## src/rtl/hwag_angle_gen.sv

```systemverilog
//==============================================================================
// Module      : hwag_angle_gen
// Description : Crank angle generator. Interpolates 64 angle steps per tooth
//               from the last tooth period, with a 192-step span on the gap tooth.
// Revision    : 1.0 - initial release
//==============================================================================
`timescale 1ns/1ps
`default_nettype none

module hwag_angle_gen #(
    parameter int PCNT_WIDTH = 24,
    parameter int TCNT_WIDTH = 6,
    parameter int TCNT_TOP   = 57
) (
    input  logic                  clk,
    input  logic                  rst,
    input  logic                  sync,
    input  logic                  tooth_stb,
    input  logic [TCNT_WIDTH-1:0] tooth_idx,
    input  logic [PCNT_WIDTH-1:0] period,
    output logic [11:0]           acnt,
    output logic                  acnt_tick,
    output logic                  acnt_valid,
    output logic                  jump,
    output logic                  err
);

    localparam int                    c_spw       = PCNT_WIDTH - 6;
    localparam logic [TCNT_WIDTH-1:0] c_tcnt_top  = TCNT_WIDTH'(TCNT_TOP);
    localparam logic [7:0]            c_lim_norm  = 8'd63;
    localparam logic [7:0]            c_lim_gap   = 8'd191;

    typedef enum logic [1:0] {
        S_IDLE = 2'd0,
        S_RUN  = 2'd1,
        S_HOLD = 2'd2
    } state_t;

    state_t           r_state, w_state_nx;
    logic [11:0]      r_acnt, w_acnt_nx;
    logic             r_tick, w_tick_nx;
    logic             r_valid, w_valid_nx;
    logic             r_jump, w_jump_nx;
    logic             r_err, w_err_nx;
    logic [c_spw-1:0] r_timer, w_timer_nx;
    logic [c_spw-1:0] r_step_per, w_step_per_nx;
    logic [7:0]       r_sub, w_sub_nx;
    logic [7:0]       r_limit, w_limit_nx;

    logic [c_spw-1:0] w_per_div;
    logic [7:0]       w_sub_inc;
    logic             w_idx_bad;
    logic             w_unused_period_lsbs;

    // The low six period bits are below one step's resolution.
    assign w_unused_period_lsbs = ^period[5:0];
    assign w_per_div            = period[PCNT_WIDTH-1:6];
    assign w_sub_inc            = r_sub + 8'd1;
    assign w_idx_bad            = (tooth_idx > c_tcnt_top);

    always_comb begin
        w_state_nx    = r_state;
        w_acnt_nx     = r_acnt;
        w_tick_nx     = 1'b0;
        w_valid_nx    = r_valid;
        w_jump_nx     = 1'b0;
        w_err_nx      = 1'b0;
        w_timer_nx    = r_timer;
        w_step_per_nx = r_step_per;
        w_sub_nx      = r_sub;
        w_limit_nx    = r_limit;

        if (!sync) begin
            w_state_nx = S_IDLE;
            w_acnt_nx  = 12'd0;
            w_valid_nx = 1'b0;
            w_timer_nx = '0;
            w_sub_nx   = 8'd0;
        end else if (tooth_stb && w_idx_bad) begin
            w_err_nx   = 1'b1;
            w_state_nx = S_IDLE;
            w_acnt_nx  = 12'd0;
            w_valid_nx = 1'b0;
            w_timer_nx = '0;
            w_sub_nx   = 8'd0;
        end else if (tooth_stb) begin
            // A new tooth always resynchronises, even on a coincident step tick.
            w_state_nx    = S_RUN;
            w_acnt_nx     = 12'({tooth_idx, 6'b0});
            w_valid_nx    = 1'b1;
            w_timer_nx    = '0;
            w_sub_nx      = 8'd0;
            w_step_per_nx = (w_per_div == '0) ? c_spw'(1) : w_per_div;
            w_limit_nx    = (tooth_idx == c_tcnt_top) ? c_lim_gap : c_lim_norm;
            w_jump_nx     = (r_state == S_RUN) && (r_sub < r_limit);
        end else begin
            case (r_state)
                S_RUN: begin
                    if (r_timer == r_step_per - c_spw'(1)) begin
                        w_timer_nx = '0;
                        w_sub_nx   = w_sub_inc;
                        w_acnt_nx  = r_acnt + 12'd1;
                        w_tick_nx  = 1'b1;
                        if (w_sub_inc >= r_limit) begin
                            w_state_nx = S_HOLD;
                        end
                    end else begin
                        w_timer_nx = r_timer + c_spw'(1);
                    end
                end
                S_HOLD:  w_state_nx = S_HOLD;
                default: w_state_nx = S_IDLE;
            endcase
        end
    end

    always_ff @(posedge clk) begin
        if (!rst) begin
            r_state    <= S_IDLE;
            r_acnt     <= 12'd0;
            r_tick     <= 1'b0;
            r_valid    <= 1'b0;
            r_jump     <= 1'b0;
            r_err      <= 1'b0;
            r_timer    <= '0;
            r_step_per <= c_spw'(1);
            r_sub      <= 8'd0;
            r_limit    <= c_lim_norm;
        end else begin
            r_state    <= w_state_nx;
            r_acnt     <= w_acnt_nx;
            r_tick     <= w_tick_nx;
            r_valid    <= w_valid_nx;
            r_jump     <= w_jump_nx;
            r_err      <= w_err_nx;
            r_timer    <= w_timer_nx;
            r_step_per <= w_step_per_nx;
            r_sub      <= w_sub_nx;
            r_limit    <= w_limit_nx;
        end
    end

    assign acnt       = r_acnt;
    assign acnt_tick  = r_tick;
    assign acnt_valid = r_valid;
    assign jump       = r_jump;
    assign err        = r_err;

endmodule

`default_nettype wire

```

## config.mk

```make
export PLATFORM = sky130hd
export DESIGN_NAME = hwag_angle_gen
export DESIGN_NICKNAME = d
export VERILOG_FILES = /design/src/rtl/hwag_angle_gen.sv
export SDC_FILE = /design/constraint.sdc
export NUM_CORES = 1
export LEC_CHECK = 0
export ABC_CLOCK_PERIOD_IN_PS = 6290
export CORE_UTILIZATION = 40
export DETAILED_ROUTE_END_ITERATION = 16
export PLACE_DENSITY_LB_ADDON = 0.05
export SLEW_MARGIN = 20
export SYNTH_ARGS = -nofsm -noshare
export SYNTH_HDL_FRONTEND = slang
export SYNTH_SLANG_ARGS = --single-unit
export TNS_END_PERCENT = 100
```

## constraint.sdc

```tcl
create_clock -name clk -period 6.29 [get_ports clk]
set_clock_uncertainty 0.2 [all_clocks]
set_input_delay 1.887 -clock clk [delete_from_list [all_inputs] [get_ports clk]]
set_output_delay 1.887 -clock clk [all_outputs]
set_load 0.01 [all_outputs]
```

==> qor.csv, run 1 <==
metric,value,unit
reg-to-reg startpoint,r_step_per[0],
routed len/inst,14.1,um
1st-iter DRT viols,97,
outcome,"complete, no violations",
synth unique cells,49,
WHS Endpoint,r_limit[7],
pwr dens,222,mW/mm2
Worst-path clk slew,0.06,ns
ant diodes,0,
syn_area_per_cell,8.18,um2
"Cell Area, Synth",0.00344,mm2
prevailing post-synth register cell,dfxtp_1,
setup_tns,0,ns
Pwr Total,919,uW
FMAX,260,MHz
Initial Util,41.6,%
Total GRT Usage,19.4,%
die area,0.00897,mm2
"setup slack, reg-to-reg",2.50,ns
Final min period,3.84,ns
endpoint of the worst register-to-register path,r_timer[3],
clock buffer count from CTS,9,
worst hold path class,reg -> reg,
post_cts resized,0,
dpl ws,2.07,ns
R2R depth,8,
"Slew Viols, Final",0,
"slowest stage delay, CP",0.86,ns
antenna violations before repair,0,
Hold WS,0.271,ns
max_slew headroom,46.8,%
WL final,8.02,mm
Total Nets Final,499,
1st-pass router iterations,4,
Hold Path Cell Cnt,2,
first-pass GRT wire length,13.5,mm
synthesized instance count,420,
I/O Pins,50,
"FF+latch count, synth",63,
LEAKAGE,1.45,nW
number of global-route vias before repair,2918,
Final HPWL DP,5.81,mm
Max rail drop VDD,92.7,uV
core area,0.00826,mm2
arrival time worst endpoint,3.91,ns
"Setup violations, final",0,
CTS Root Cell,clkbuf_8,
crit path max-delay cell type,clkdlybuf4s50_1,
Worst Setup Path Type,in -> reg,
Synth Warn #,0,
Crit Path Max Fanout,21,
Synth-to-Final Area Change,20.6,%
CTS tree,yes,
Chip Width,94.7,um
share of layout cells above drive strength 1,4.76,%
Row Count,33,
DR vias,3068,
min-delay src,r_limit[7],
"Worst Setup Slack, final",2.45,ns
"Hold-fix buffers, CTS",0,
number of setup buffers added after CTS,0,
Detail Route Antenna Nets,0,
Synth async-reset ratio,0,%
unrepaired setup endpoints after global routing,no,
cell area after layout,0.00414,mm2
GP Congestion,0.801,
clk sinks,63,
Via-to-Cell Ratio,5.41,
"Seq/Total Area, Yosys",36.7,%
largest net degree at the start of global routing,24,
# DRC,0,
"EDFF count, synth",0,
Least-Margin Pin Slew,0.796,ns
final period utilization,61.1,%
deepest clock path buffer count,2,
Die Span Y,94.7,um
Setup crit end kind,flop,
"Clk Latency, worst-skew pair",0.34,ns
Critical Path RT,6.35,ns
worst-path cell chain,"clkdlybuf4s50_1, nand2_1, nor2_1, nand2_1, nor2_1",
final hold vios,0,
dpl cell area,0.00392,mm2
post-synthesis net count,462,
"Remaining Overflow, GRT",0,
maxcap violations,0,
# port buffers,43,
type of origin of the critical path,input pin,
H-tree levels,3,
## metrics by stage
step | util [%] | instances
after floorplan | - | 420
after global placement | 47.5 | 551
after detailed placement | 47.5 | 551
after CTS | 50.2 | 567
after global routing | 50.2 | 567
final | 50.2 | 567
## cells in the mapped netlist, types with 5 or more instances
cell / n / area [um2]
nand2_1: 64 / 240
dfxtp_1: 63 / 1260
nor2_1: 36 / 135
xnor2_1: 24 / 210
xor2_1: 23 / 201
a21boi_0: 19 / 143
o21ai_0: 18 / 90.1
a21oi_1: 17 / 85.1
nand3_1: 15 / 75.1
and3_1: 12 / 75.1
clkbuf_1: 12 / 45.0
inv_1: 12 / 45.0
nand4_1: 12 / 75.1
nor4_1: 12 / 75.1
or3_1: 10 / 62.6
ha_1: 8 / 100
nor3_1: 8 / 40.0
nand3b_1: 5 / 37.5
## layout by cell type (no fill, tap or decap), types with 3 or more instances in the layout
cell type        count
a21oi_1             17
a211o_1              3
o31ai_1              3
nand4_1             12
xor2_1              23
and2_1               3
nor4_1              12
and3_1              12
or3_1               10
clkbuf_8            11
or4_1                4
clkdlybuf4s50_1     43
ha_1                 8
nor2_1              36
a21boi_0            19
dfxtp_1             63
nand3_1             15
xnor2_1             24
nor3_1               8
nand3b_1             5
nand2_1             64
o21ai_0             18
inv_1               12
mux2i_1              4
## critical path: cells and delay by family
family / cells / cell delay [ns]
buffers and inverters: 1 / 0.86
AND/OR/NAND/NOR: 4 / 1.15
## logic make-up (layout without fill, tap and decap cells)
family          after synthesis  after routing  share of synthesized area, %
xor+xnor                     47             47                          12.0
mux                           5              5                          1.49
compound gates               76             76                          15.1
flops                        63             63                          36.7
fa+ha+maj                     8              8                          2.91
buf+inv                      29             71                          3.60
simple gates                192            192                          28.2
## registers in the layout, indices dropped and copies added, names as in the netlist
register    count
acnt           12
acnt_tick       1
acnt_valid      1
err             1
jump            1
r_limit         1
r_state         2
r_step_per     18
r_sub           8
r_timer        18
## power by group
part	total (mW)	internal [mW]	switching [mW]
logic	0.100	0.0483	0.0521
registers	0.418	0.407	0.0110
clock network	0.400	0.245	0.156
## cell type report
type | instances | area [um2]
clock buffers | 13 | 159
clock inverters | 3 | 65.1
fillers | 842 | 4110
inverters | 12 | 45.0
multi-input cells | 328 | 2050
flip-flops and latches | 63 | 1260
well taps | 105 | 131
repair buffers | 43 | 430
## layer usage
layer / GRT usage [%] / wire length, um / part of all wire [%] / vias up
met4: 5.18 / 95 / 1.2 / 0
met3: 6.36 / 357 / 4.4 / 12
met2: 33.1 / 3920 / 49 / 65
met5: 0 / 0 / 0 / -
met1: 23.3 / 3650 / 46 / 1439
li1: - / - / - / 1552
## worst max-delay path by stage
stage             endpoint     startpoint  cells past startpoint  slack, ns
5_1_grt        r_timer[11]  r_step_per[0]                      9       2.06
3_3_place_gp   r_timer[14]            rst                      5       2.06
6_report        r_timer[3]            rst                      5       2.45
3_5_place_dp    r_timer[2]            rst                      5       2.07
2_1_floorplan   r_limit[7]   tooth_idx[5]                      6       3.07
4_1_cts         r_timer[3]            rst                      5       2.42
(Power assumes the default switching activity.)
==> inputs of run 2 (changes only) <==
--- a/config.mk
+++ b/config.mk
@@ -5,7 +5,7 @@
 export SDC_FILE = /design/constraint.sdc
 export NUM_CORES = 1
 export LEC_CHECK = 0
-export ABC_CLOCK_PERIOD_IN_PS = 6290
+export ABC_CLOCK_PERIOD_IN_PS = 3400
 export CORE_UTILIZATION = 40
 export DETAILED_ROUTE_END_ITERATION = 16
 export PLACE_DENSITY_LB_ADDON = 0.05
==> constraint.sdc (replaced) <==
create_clock -name clk -period 3.4 [get_ports clk]
set_clock_uncertainty 0.2 [all_clocks]
set_input_delay 1.02 -clock clk [delete_from_list [all_inputs] [get_ports clk]]
set_output_delay 1.02 -clock clk [all_outputs]
set_load 0.01 [all_outputs]
==> qor.csv, run 2 (synthesis results as in run 1) <==
metric,value,unit,change
outcome,"complete, no violations",,unchanged
Reg area,0.00126,mm2,about the same
"commonest non-fill, non-tap cell in the layout",nand2_1,,unchanged
Chip Width,94.7,um,unchanged
clock buffer count from CTS,9,,unchanged
worst hold path class,reg -> reg,,unchanged
"Worst Setup Slack, final",0.134,ns,was 2.45 ns
Hold WS,0.265,ns,was 0.271 ns
ant diodes,0,,unchanged
Pwr Total,1.56,mW,was 919 uW
first-pass GRT wire length,13.7,mm,was 13.5 mm
die area,0.00897,mm2,unchanged
Total GRT Usage,19.8,%,was 19.4%
share of layout cells above drive strength 1,10.2,%,was 4.76%
antenna violations before repair,0,,unchanged
Via-to-Cell Ratio,5.29,,was 5.41
# DRC,0,,unchanged
"Clk Latency, worst-skew pair",0.34,ns,about the same
CTS tree,yes,,unchanged
dpl ws,0.0411,ns,was 2.07 ns
maxcap violations,0,,unchanged
Final HPWL DP,5.97,mm,was 5.81 mm
fin util,51.9,%,was 50.2%
1st-iter DRT viols,87,,was 97
Worst Setup Path Type,reg -> reg,,was in -> reg
LEAKAGE,1.53,nW,was 1.45 nW
GP Congestion,0.848,,was 0.801
largest net degree at the start of global routing,21,,was 24
fillers,812,,was 842
"Setup violations, final",0,,unchanged
most frequent cells in the layout,"nand2_1, dfxtp_1, clkdlybuf4s50_1",,unchanged
max_slew headroom,65.0,%,was 46.8%
Setup crit end kind,flop,,unchanged
1st-pass router iterations,6,,was 4
Max rail drop VDD,191,uV,was 92.7 uV
WL final,8.12,mm,was 8.02 mm
final hold vios,0,,unchanged
"Remaining Overflow, GRT",0,,unchanged
DR vias,3092,,was 3068
Final min period,3.27,ns,
FMAX,306,MHz,
unrepaired setup endpoints after global routing,yes,,was no
pwr dens,364,mW/mm2,was 222 mW/mm2
deepest clock path buffer count,2,,unchanged
arrival time worst endpoint,3.35,ns,was 3.91 ns
final period utilization,96.0,%,
cell area after layout,0.00429,mm2,was 0.00414 mm2
Critical Path RT,3.48,ns,was 6.35 ns
CTS Root Cell,clkbuf_8,,unchanged
# port buffers,43,,unchanged
"Slew Viols, Final",0,,unchanged
Least-Margin Pin Slew,0.521,ns,was 0.796 ns
multi-input logic area,0.00209,mm2,was 0.00205 mm2
Initial Util,41.6,%,unchanged
H-tree levels,3,,unchanged
clk sinks,63,,unchanged
Die Span Y,94.7,um,unchanged
Synth-to-Final Area Change,24.8,%,was 20.6%
Detail Route Antenna Nets,0,,unchanged
type of origin of the critical path,flop,,was input pin
Worst-path clk slew,0.07,ns,was 0.06 ns
I/O Pins,50,,unchanged
Total Nets Final,518,,was 499
routed len/inst,13.9,um,was 14.1 um
Row Count,33,,unchanged
dpl cell area,0.00405,mm2,was 0.00392 mm2
core area,0.00826,mm2,unchanged
number of global-route vias before repair,2948,,was 2918
Crit Path Max Fanout,8,,was 21
"Hold-fix buffers, CTS",0,,unchanged
## run 2: changes by cell type in the layout (fill, tap and decap cells not counted), moves of 2 or more
cell,change
bufinv_16,-2
a21oi_2,+2
dfxtp_1,-3
buf_4,+16
a21oi_1,-2
buf_6,+2
or3_4,+2
dfxtp_2,+3
or3_1,-2
## run 2: power by group
group          internal (mW)  switching [mW]
Combinational          0.106           0.106
Sequential             0.753          0.0168
Clock                  0.296           0.282
Total                   1.15           0.405
## run 2: per-layer routing
metal,track usage [%],part of all wire (%)
met4,7.95,1.8
met2,34.7,49
met5,0,0
met1,23.6,46
met3,3.86,2.7
## run 2: area by class of cell
class,instances,area share [%]
multi-input combinational,328,48.7
inverter,12,1.05
sequential,63,29.5
clock inverter,1,0.117
tap,105,3.06
timing repair buffer,62,13.8
clock buffer,13,3.71
## run 2: what timing repair did
item                       4_1_cts  5_1_grt
gates resized for setup          0       13
setup endpoints to repair        0       24
buffers inserted                 0        4
## run 2: path summary, 6_finish.rpt
path | cells after the start | end | slack (ns) | start
worst min register to register | 2 | r_limit[7] | 0.26 | r_limit[7]
worst max-delay path | 9 | r_sub[5] | 0.13 | r_step_per[2]
worst min-delay path | 2 | r_limit[7] | 0.26 | r_limit[7]
worst max register to register | 9 | r_sub[5] | 0.13 | r_step_per[2]
## run 2: metrics by stage
stage                     setup TNS, ns  std cells
after detailed placement              0        566
after floorplan                       0        420
final                                 0        584
after global placement                0        566
after CTS                             0        580
after global routing             -0.323        584
## run 2: worst max-delay path: stages, from the launching register on
cell and delay, ns:
dfxtp_2 0.32, or4_4 0.55, nor4b_4 0.37, nand4b_1 0.15, a41o_1 0.27, a2111oi_4 0.51, nand3_4 0.17, buf_6 0.18
or3_4 0.36, a21oi_2 0.11
